==> src/rtl/types_pkg.sv <==
// rtl/types_pkg.sv - shared ALU operation types and LFSR constants
// Purpose: op_type encoding for the 16-bit two-operand ALU port, the LFSR tap
//          mask and the "no failure seen" marker used by alu_op_driver.
// Ports:   none (package).
package types_pkg;

    typedef enum logic [1:0] {
        ADD = 2'd0,
        SUB = 2'd1,
        MUL = 2'd2,
        DIV = 2'd3
    } op_type;

    // Feedback taps s[15], s[13], s[12], s[10].
    localparam logic [15:0] LFSR_TAPS   = 16'hB400;
    localparam logic [15:0] NO_FAIL_IDX = 16'hFFFF;

    // One Fibonacci step: shift left, parity of the tapped bits enters at bit 0.
    function automatic logic [15:0] lfsr_step(input logic [15:0] s);
        return {s[14:0], ^(s & LFSR_TAPS)};
    endfunction

endpackage

==> src/rtl/alu_ref_model.sv <==
// rtl/alu_ref_model.sv - combinational expected-result function for the ALU port
// Purpose: computes the 32-bit result the ALU must return for (v1, v2, mode).
// Ports:
//   v1, v2    in  16  unsigned operands
//   mode      in  op_type operation select
//   expected  out 32  ADD/SUB wrap to 32 bits, MUL full product,
//                     DIV truncates, divide by zero gives all ones
module alu_ref_model
    import types_pkg::*;
(
    input  logic [15:0] v1,
    input  logic [15:0] v2,
    input  op_type      mode,
    output logic [31:0] expected
);

    logic [31:0] a_ext;
    logic [31:0] b_ext;

    assign a_ext = {16'd0, v1};
    assign b_ext = {16'd0, v2};

    always_comb begin
        expected = 32'd0;
        unique case (mode)
            ADD: expected = a_ext + b_ext;
            SUB: expected = a_ext - b_ext;
            MUL: expected = a_ext * b_ext;
            DIV: expected = (v2 == 16'd0) ? 32'hFFFF_FFFF : {16'd0, v1 / v2};
            default: expected = 32'd0;
        endcase
    end

endmodule

==> src/rtl/alu_op_driver.sv <==
// rtl/alu_op_driver.sv - pseudo-random ALU stimulus generator and result checker
// Purpose: drives LFSR-generated operand pairs and a rotating mode into the ALU,
//          compares the ALU result LATENCY cycles later against alu_ref_model
//          and keeps pass/fail counters plus the index of the first mismatch.
// Build option: ALU_DRV_STOP_ON_FAIL_EN - when defined the first mismatch ends
//          the run; otherwise every one of NUM_OPS operations is executed.
// Parameters: NUM_OPS (1..65535), LATENCY (0..15), SEED (0 maps to 16'h0001).
// Ports:
//   clock           in  1   rising-edge clock
//   reset           in  1   synchronous, active-high
//   start           in  1   begins a run when idle or done
//   value1, value2  out 16  registered operands
//   mode            out op_type registered operation select
//   result          in  32  ALU result
//   busy            out 1   run in progress
//   done            out 1   run finished, held until next start or reset
//   pass_count      out 16  matching results
//   fail_count      out 16  mismatching results
//   first_fail_idx  out 16  op index of first mismatch, 16'hFFFF if none
module alu_op_driver
    import types_pkg::*;
#(
    parameter int unsigned NUM_OPS = 16,
    parameter int unsigned LATENCY = 1,
    parameter logic [15:0] SEED    = 16'hACE1
) (
    input  logic        clock,
    input  logic        reset,
    input  logic        start,
    output logic [15:0] value1,
    output logic [15:0] value2,
    output op_type      mode,
    input  logic [31:0] result,
    output logic        busy,
    output logic        done,
    output logic [15:0] pass_count,
    output logic [15:0] fail_count,
    output logic [15:0] first_fail_idx
);

    typedef enum logic [1:0] {
        S_IDLE = 2'd0,
        S_RUN  = 2'd1,
        S_DONE = 2'd2
    } state_t;

    localparam logic [15:0] SEED_EFF = (SEED == 16'd0) ? 16'h0001 : SEED;
    localparam logic [15:0] LAST_IDX = 16'(NUM_OPS - 1);
    localparam logic [3:0]  LAT_MAX  = 4'(LATENCY);

    state_t      state_q, state_d;
    logic [15:0] lfsr_q, lfsr_d;
    logic [15:0] value1_q, value1_d;
    logic [15:0] value2_q, value2_d;
    op_type      mode_q, mode_d;
    logic [15:0] idx_q, idx_d;
    logic [3:0]  wait_q, wait_d;
    logic [15:0] pass_q, pass_d;
    logic [15:0] fail_q, fail_d;
    logic [15:0] ffi_q, ffi_d;

    logic [31:0] expected;
    logic        mismatch;
    logic        stop_now;
    logic        last_op;
    logic [15:0] lfsr_base;
    logic [15:0] step1;
    logic [15:0] step2;
    logic [15:0] idx_next;

    alu_ref_model u_ref (
        .v1       (value1_q),
        .v2       (value2_q),
        .mode     (mode_q),
        .expected (expected)
    );

    assign mismatch = (result != expected);
    assign last_op  = (idx_q == LAST_IDX);
    assign idx_next = idx_q + 16'd1;

`ifdef ALU_DRV_STOP_ON_FAIL_EN
    assign stop_now = mismatch;
`else
    assign stop_now = 1'b0;
`endif

    // A run always begins from the seed; within a run the sequence continues
    // from the last state, so each op consumes exactly two LFSR steps.
    assign lfsr_base = (state_q == S_RUN) ? lfsr_q : SEED_EFF;
    assign step1     = lfsr_step(lfsr_base);
    assign step2     = lfsr_step(step1);

    always_comb begin
        state_d  = state_q;
        lfsr_d   = lfsr_q;
        value1_d = value1_q;
        value2_d = value2_q;
        mode_d   = mode_q;
        idx_d    = idx_q;
        wait_d   = wait_q;
        pass_d   = pass_q;
        fail_d   = fail_q;
        ffi_d    = ffi_q;

        unique case (state_q)
            S_IDLE, S_DONE: begin
                if (start) begin
                    state_d  = S_RUN;
                    lfsr_d   = step2;
                    value1_d = step1;
                    value2_d = step2;
                    mode_d   = ADD;
                    idx_d    = 16'd0;
                    wait_d   = 4'd0;
                    pass_d   = 16'd0;
                    fail_d   = 16'd0;
                    ffi_d    = NO_FAIL_IDX;
                end
            end
            S_RUN: begin
                if (wait_q != LAT_MAX) begin
                    wait_d = wait_q + 4'd1;
                end else begin
                    // Compare cycle: result belongs to the operands held now.
                    if (mismatch) begin
                        fail_d = fail_q + 16'd1;
                        if (fail_q == 16'd0) begin
                            ffi_d = idx_q;
                        end
                    end else begin
                        pass_d = pass_q + 16'd1;
                    end

                    if (last_op || stop_now) begin
                        // Operands are left untouched so they hold in DONE.
                        state_d = S_DONE;
                    end else begin
                        lfsr_d   = step2;
                        value1_d = step1;
                        value2_d = step2;
                        idx_d    = idx_next;
                        mode_d   = op_type'(idx_next[1:0]);
                        wait_d   = 4'd0;
                    end
                end
            end
            default: state_d = S_IDLE;
        endcase
    end

    always_ff @(posedge clock) begin
        if (reset) begin
            state_q  <= S_IDLE;
            lfsr_q   <= SEED_EFF;
            value1_q <= 16'd0;
            value2_q <= 16'd0;
            mode_q   <= ADD;
            idx_q    <= 16'd0;
            wait_q   <= 4'd0;
            pass_q   <= 16'd0;
            fail_q   <= 16'd0;
            ffi_q    <= NO_FAIL_IDX;
        end else begin
            state_q  <= state_d;
            lfsr_q   <= lfsr_d;
            value1_q <= value1_d;
            value2_q <= value2_d;
            mode_q   <= mode_d;
            idx_q    <= idx_d;
            wait_q   <= wait_d;
            pass_q   <= pass_d;
            fail_q   <= fail_d;
            ffi_q    <= ffi_d;
        end
    end

    assign value1         = value1_q;
    assign value2         = value2_q;
    assign mode           = mode_q;
    assign busy           = (state_q == S_RUN);
    assign done           = (state_q == S_DONE);
    assign pass_count     = pass_q;
    assign fail_count     = fail_q;
    assign first_fail_idx = ffi_q;

endmodule

==> config.mk <==
export PLATFORM = sky130hd
export DESIGN_NAME = alu_op_driver
export DESIGN_NICKNAME = d
export VERILOG_FILES = /design/src/rtl/types_pkg.sv /design/src/rtl/alu_ref_model.sv /design/src/rtl/alu_op_driver.sv
export SDC_FILE = /design/constraint.sdc
export NUM_CORES = 1
export LEC_CHECK = 0
export CORE_ASPECT_RATIO = 1.2
export CORE_MARGIN = 5
export CORE_UTILIZATION = 35
export DETAILED_ROUTE_END_ITERATION = 7
export PLACE_DENSITY = 0.49
export RECOVER_POWER = 25
export SYNTH_ARGS = -nofsm -noshare
export SYNTH_HDL_FRONTEND = slang
export SYNTH_HIERARCHICAL = 1
export SYNTH_SLANG_ARGS = --single-unit
==> constraint.sdc <==
create_clock -name clock -period 66 [get_ports clock]
set_clock_uncertainty 0.1 [all_clocks]
set_input_delay 16.5 -clock clock [delete_from_list [all_inputs] [get_ports clock]]
set_output_delay 16.5 -clock clock [all_outputs]
set_load 0.05 [all_outputs]
; Word level (Yosys, flattened, before mapping)
; Cells that the tools add are included.
[op_classes]
n_addsub = 6
n_mul = 1
div_mod_pow = 1
n_eq_ne = 16
n_mux = 38
reduce_logical = 14
[ops]
columns = operator, n
row1 = $mux 16, 18
row2 = $pmux 16 s2, 6
row3 = $pmux 32 s4, 1
row4 = $add 16x1->16 const B, 3
row5 = $logic_not 16->1, 2
row6 = $mul 16x16->32, 1
row7 = $mux 32, 1
row8 = $ne 32x32->1, 1
row9 = $reduce_xor 16->1, 2
row10 = $add 16x16->17, 1
row11 = $sub 16x16->17, 1
row12 = $div 16x16->16, 1
row13 = $eq 16x4->1 const B, 1
row14 = $mux 2, 6
row15 = $mux 4, 3
row16 = $reduce_and 4->1, 3
row17 = $ne 2x2->1 const B, 4
row18 = $pmux 2 s2, 2
row19 = $pmux 4 s2, 1
row20 = $eq 2x2->1 const B, 3
row21 = $ne 2x1->1 const B, 3
row22 = $reduce_and 3->1, 2
row23 = $reduce_and 5->1, 1
row24 = $add 4x1->4 const B, 1
row25 = other kinds (6), 8
[word_totals]
regBits = 120
elab_cells = 86

; Depth between registers and ports, before layout
[depth]
word_depth = 7
ltp_mapped = 140
ltp_nobuf = 128

; Cells and area by module
; The synthesis kept the hierarchy.
[modules_own_cells]
columns = module, n_inst, cells_per_inst, area_per_inst_um2
row1 = alu_ref_model, 1, 2204, 17050.1
row2 = alu_op_driver, 1, 568, 4763.3

; Worst setup path after synthesis
; No wires, ideal clock.
[synth_path]
kind = reg-to-reg
startpoint = register value1_q[12] (netlist: value1[12])
endpoint = register pass_q[12] (netlist: pass_count[12])
arrival_ps = 28423
required_time_ps = 65829
path_slack_ps = 37407
path_stages_with_launch = 128
synth_period_minus_slack_ps = 28593
cell_sequence = dfxtp_1 -> buf_2 -> or4_4 -> nor3_4 -> buf_6 -> nand4_1 -> a22oi_4 -> ha_1 -> o21ai_0 -> nand2b_1 -> and3_1 -> mux2i_1 -> inv_1 -> ha_1 -> o211ai_1 -> a21o_1 -> a211oi_1 -> o32ai_2 -> [92 not listed] -> clkbuf_1 -> mux2_2 -> ha_1 -> a21o_1 -> a21o_1 -> a21o_1 -> a21o_1 -> a211oi_1 -> o21ai_0 -> a221oi_1 -> o31ai_1 -> xnor2_1 -> nand4_1 -> nor4_4 -> nand3_2 -> buf_6 -> or4_1 -> a21oi_1
[synth_between]
elab_chain_len = 6
word_cells_on_any_way = 9
cone_classes = add/sub: 2 / mul: 1 / div: 1 / eq/ne: 2 / mux: 2 / reduce/logical: 1
[synth_rtl]
columns = item, line_no
row1 = from (decl), alu_op_driver.sv:53  ; logic [15:0] value1_q, value1_d;
row2 = from (signal assigned), alu_op_driver.sv:167  ; value1_q <= value1_d;
row3 = $div 16x16->16, alu_ref_model.sv:29  ; DIV: expected = (v2 == 16'd0) ? 32'hFFFF_FFFF : {16'd0, v1 / v2};
row4 = $mux 32, alu_ref_model.sv:29
row5 = $pmux 32 s4, alu_ref_model.sv:25  ; unique case (mode)
row6 = net expected[0], alu_op_driver.sv:62  ; logic [31:0] expected;
row7 = $ne 32x32->1, alu_op_driver.sv:78  ; assign mismatch = (result != expected);
row8 = $ne 2x2->1 (no source line), n/a
row9 = $reduce_and 4->1 (no source line), n/a
row10 = to (signal assigned), alu_op_driver.sv:172  ; pass_q <= pass_d;
row11 = to (decl), alu_op_driver.sv:58  ; logic [15:0] pass_q, pass_d;
; The timed path passes the listed nets, and every way through them passes these cells.
; A chain may end at the register's enable or synchronous reset.

; Worst setup path in the final report
[layout_path]
startpoint = register value1_q[14] (netlist: value1[14])
endpoint = register pass_q[15] (netlist: pass_count[15])
; Same word-level chain as after synthesis.

==> out/metrics.cfg <==
[run_status]
status=finished with violations
violations=max-capacitance violations, max-slew violations

[sta]
rsz0062_at_grt=false
tns_ps=0
maxSlewHeadroom_pct=-101
finalCritPeriodShare_pct=52.1
timing.fmax_mhz=29.1
final-setup-viol-count=0
finalMaxSlewViolations=64
worst_pin_slew_ps=3020
fin_crit_ps=34370
final_hold_viol_count=0

[cells_and_area]
final_cells=3617
nets=3308
layout-drive-gt1-share_pct=6.53
antenna_cells=0
areaGrowthSynthToFinish_pct=9.71

[clocking]
cts_resized=0
cts_sinks=95
cts_made_buffers=9
clockBufferDepth=2
cts-root-buf=clkbuf_16
cts_max_level=3
postCtsSetupRepairBufs=0
cts_tree=yes
path_clk_slew_ps=70
clk_latency_ps=360
hold_buffers=0

[placement]
place_inst=3601
dp_hpwl_mm=57.9
portBuffers=118
gp_congestion=0.921

[worst_setup_path]
worstSetupStartpointType=flip-flop
critical-path-max-stage-delay_ps=880
arrival_ps=34560
path_max_fanout=47
cp_common_cell=ha_1
crit_required_ps=66190
crit_type=flip-flop to flip-flop
crit_path_end_kind=flip-flop
slowest_stage=a2111oi_0

[yosys]
synth_area_leaders=fa_1 18%, ha_1 16%, dfxtp_1 8.7%
ys_warn_count=6
yosys.area.top_type=fa_1
synth.avg_cell_area_um2=7.87
synth_area_um2=21800
syn_inst=2772
ys_seq_area_share_pct=8.72
ys_seq_elements=95
synth_cell_types=106
ys.flop_type=dfxtp_1
yosys-top-cells-count=305 x inv_1, 281 x ha_1, 281 x nand2_1
synth.top_cell.area_share_pct=18.0
yosysMostFrequentCell=inv_1
async_reset_ff_share_pct=0
synth_nets=3284
synth_edf_count=0

[grt]
grt_usage_pct=22.0
grt_pass1_wl_mm=119
grt_antenna_before_repair=0
first_global_vias=20700
grt_max_degree=64
grt.overflow.total=0

[routing]
drc=0
m1WireLength_mm=33.3
ant_nets=0
wl_per_cell_um=21.1
detail_route.iter0.violations=1261
routed_wl_mm=76.2
routed.top_layer=met4
via_per_inst=5.59
first_pass_iters=5
wl_met3_mm=3.22
dr_wl_met2_mm=36.9
vias=20200

[die]
ios=119
core_um2=61900
start_util_pct=35.2
fp.dieArea_um2=67400
die_w_um=238
dieHeight_um=283
rows=100

[min_path]
hp-class=flip-flop to flip-flop

[run]
drv_cap=1

cell families (layout without fill, tap and decap cells):
logic type      Yosys count  count (layout)  synth area share [%]
fa+ha+maj               477             477                  34.1
flops                    95              95                  8.72
compound gates          625             625                  19.7
buf+inv                 454             483                  8.44
mux                      45              45                  2.24
simple gates            923             923                  20.7
xor+xnor                153             153                  6.14
per-layer routing:
layer  vias up  GRT usage (%)
met5         -              0
met4         0           7.20
met3       113           2.17
met2       575           38.5
met1      9872           28.4
li1       9642              -
final timing paths:
| kind | startpoint | end | slack, ps | depth (start not counted) |
|---|---|---|---|---|
| setup / recovery | value1[14]$_SDFFE_PP0P_ | pass_count[15]$_SDFFE_PP0P_ | 31630 | 119 |
| hold / removal | first_fail_idx[15]$_SDFFE_PP1P_ | first_fail_idx[15]$_SDFFE_PP1P_ | 410 | 2 |
| setup reg to reg | value1[14]$_SDFFE_PP0P_ | pass_count[15]$_SDFFE_PP0P_ | 31630 | 119 |
| hold reg to reg | first_fail_idx[15]$_SDFFE_PP1P_ | first_fail_idx[15]$_SDFFE_PP1P_ | 410 | 2 |
sequential cells by signal (all words and copies together) (netlist names):
name / cells
fail_count: 16
first_fail_idx: 16
lfsr_q: 16
pass_count: 16
idx_q: 15
value1: 8
wait_q: 4
state_q: 2
mode: 1
value2: 1
layout make-up:
class	instances	area (um^2)
clock buffers	10	239
clock inverters	6	51.3
fillers	6457	38000
inverters	311	1170
multi-input cells	2223	18100
flip-flops and latches	95	1920
well taps	816	1020
repair buffers	156	1460
stage by stage:
step / hold WS (ps) / instance area, um^2 / utilization (%) / setup WS [ps]
floorplan: 359 / 21800 / - / 37410
global placement: 380 / 23600 / 38.2 / 33040
detailed placement: 378 / 23600 / 38.2 / 32170
CTS: 401 / 23900 / 38.6 / 31990
global route: 409 / 23900 / 38.6 / 29010
finish: 408 / 23900 / 38.6 / 31630
layout by cell type, fill, tap and decap left out, drive strengths merged, types with 12 or more instances in the layout:
cell type,netlist,layout
fa,196,196
and4,12,12
a22oi,14,14
xnor2,97,97
xor2,56,56
o21a,42,42
nor2b,15,15
o211ai,25,25
nand2,281,281
mux2i,17,17
ha,281,281
a31oi,28,28
buf,42,38
nor3,73,73
and3,26,26
dlygate4sd3,0,32
nand2b,22,22
nor2,250,250
dfxtp,95,95
nor4,31,31
nand3,56,56
clkdlybuf4s50,0,85
or3,28,28
or2,21,21
nand4,35,35
inv,308,312
a21oi,174,174
and2,41,41
a211oi,20,20
or4,16,16
o21ai,116,116
mux2,28,28
o31ai,27,27
a21o,50,50
worst max-delay path, delay by kind of cell (launching register included):
kind	cells	cell delay [ps]
AND/OR/NAND/NOR	32	9630
buffers and inverters	6	1200
XOR/XNOR	1	520
multiplexers	8	3090
AO/OA/AOI/OAI	57	14740
adder cells (fa/ha/maj)	15	4670
flip-flops	1	310
Power is not shown: default switching activity piles up to over one toggle a cycle in this logic, so the estimate is an artifact.
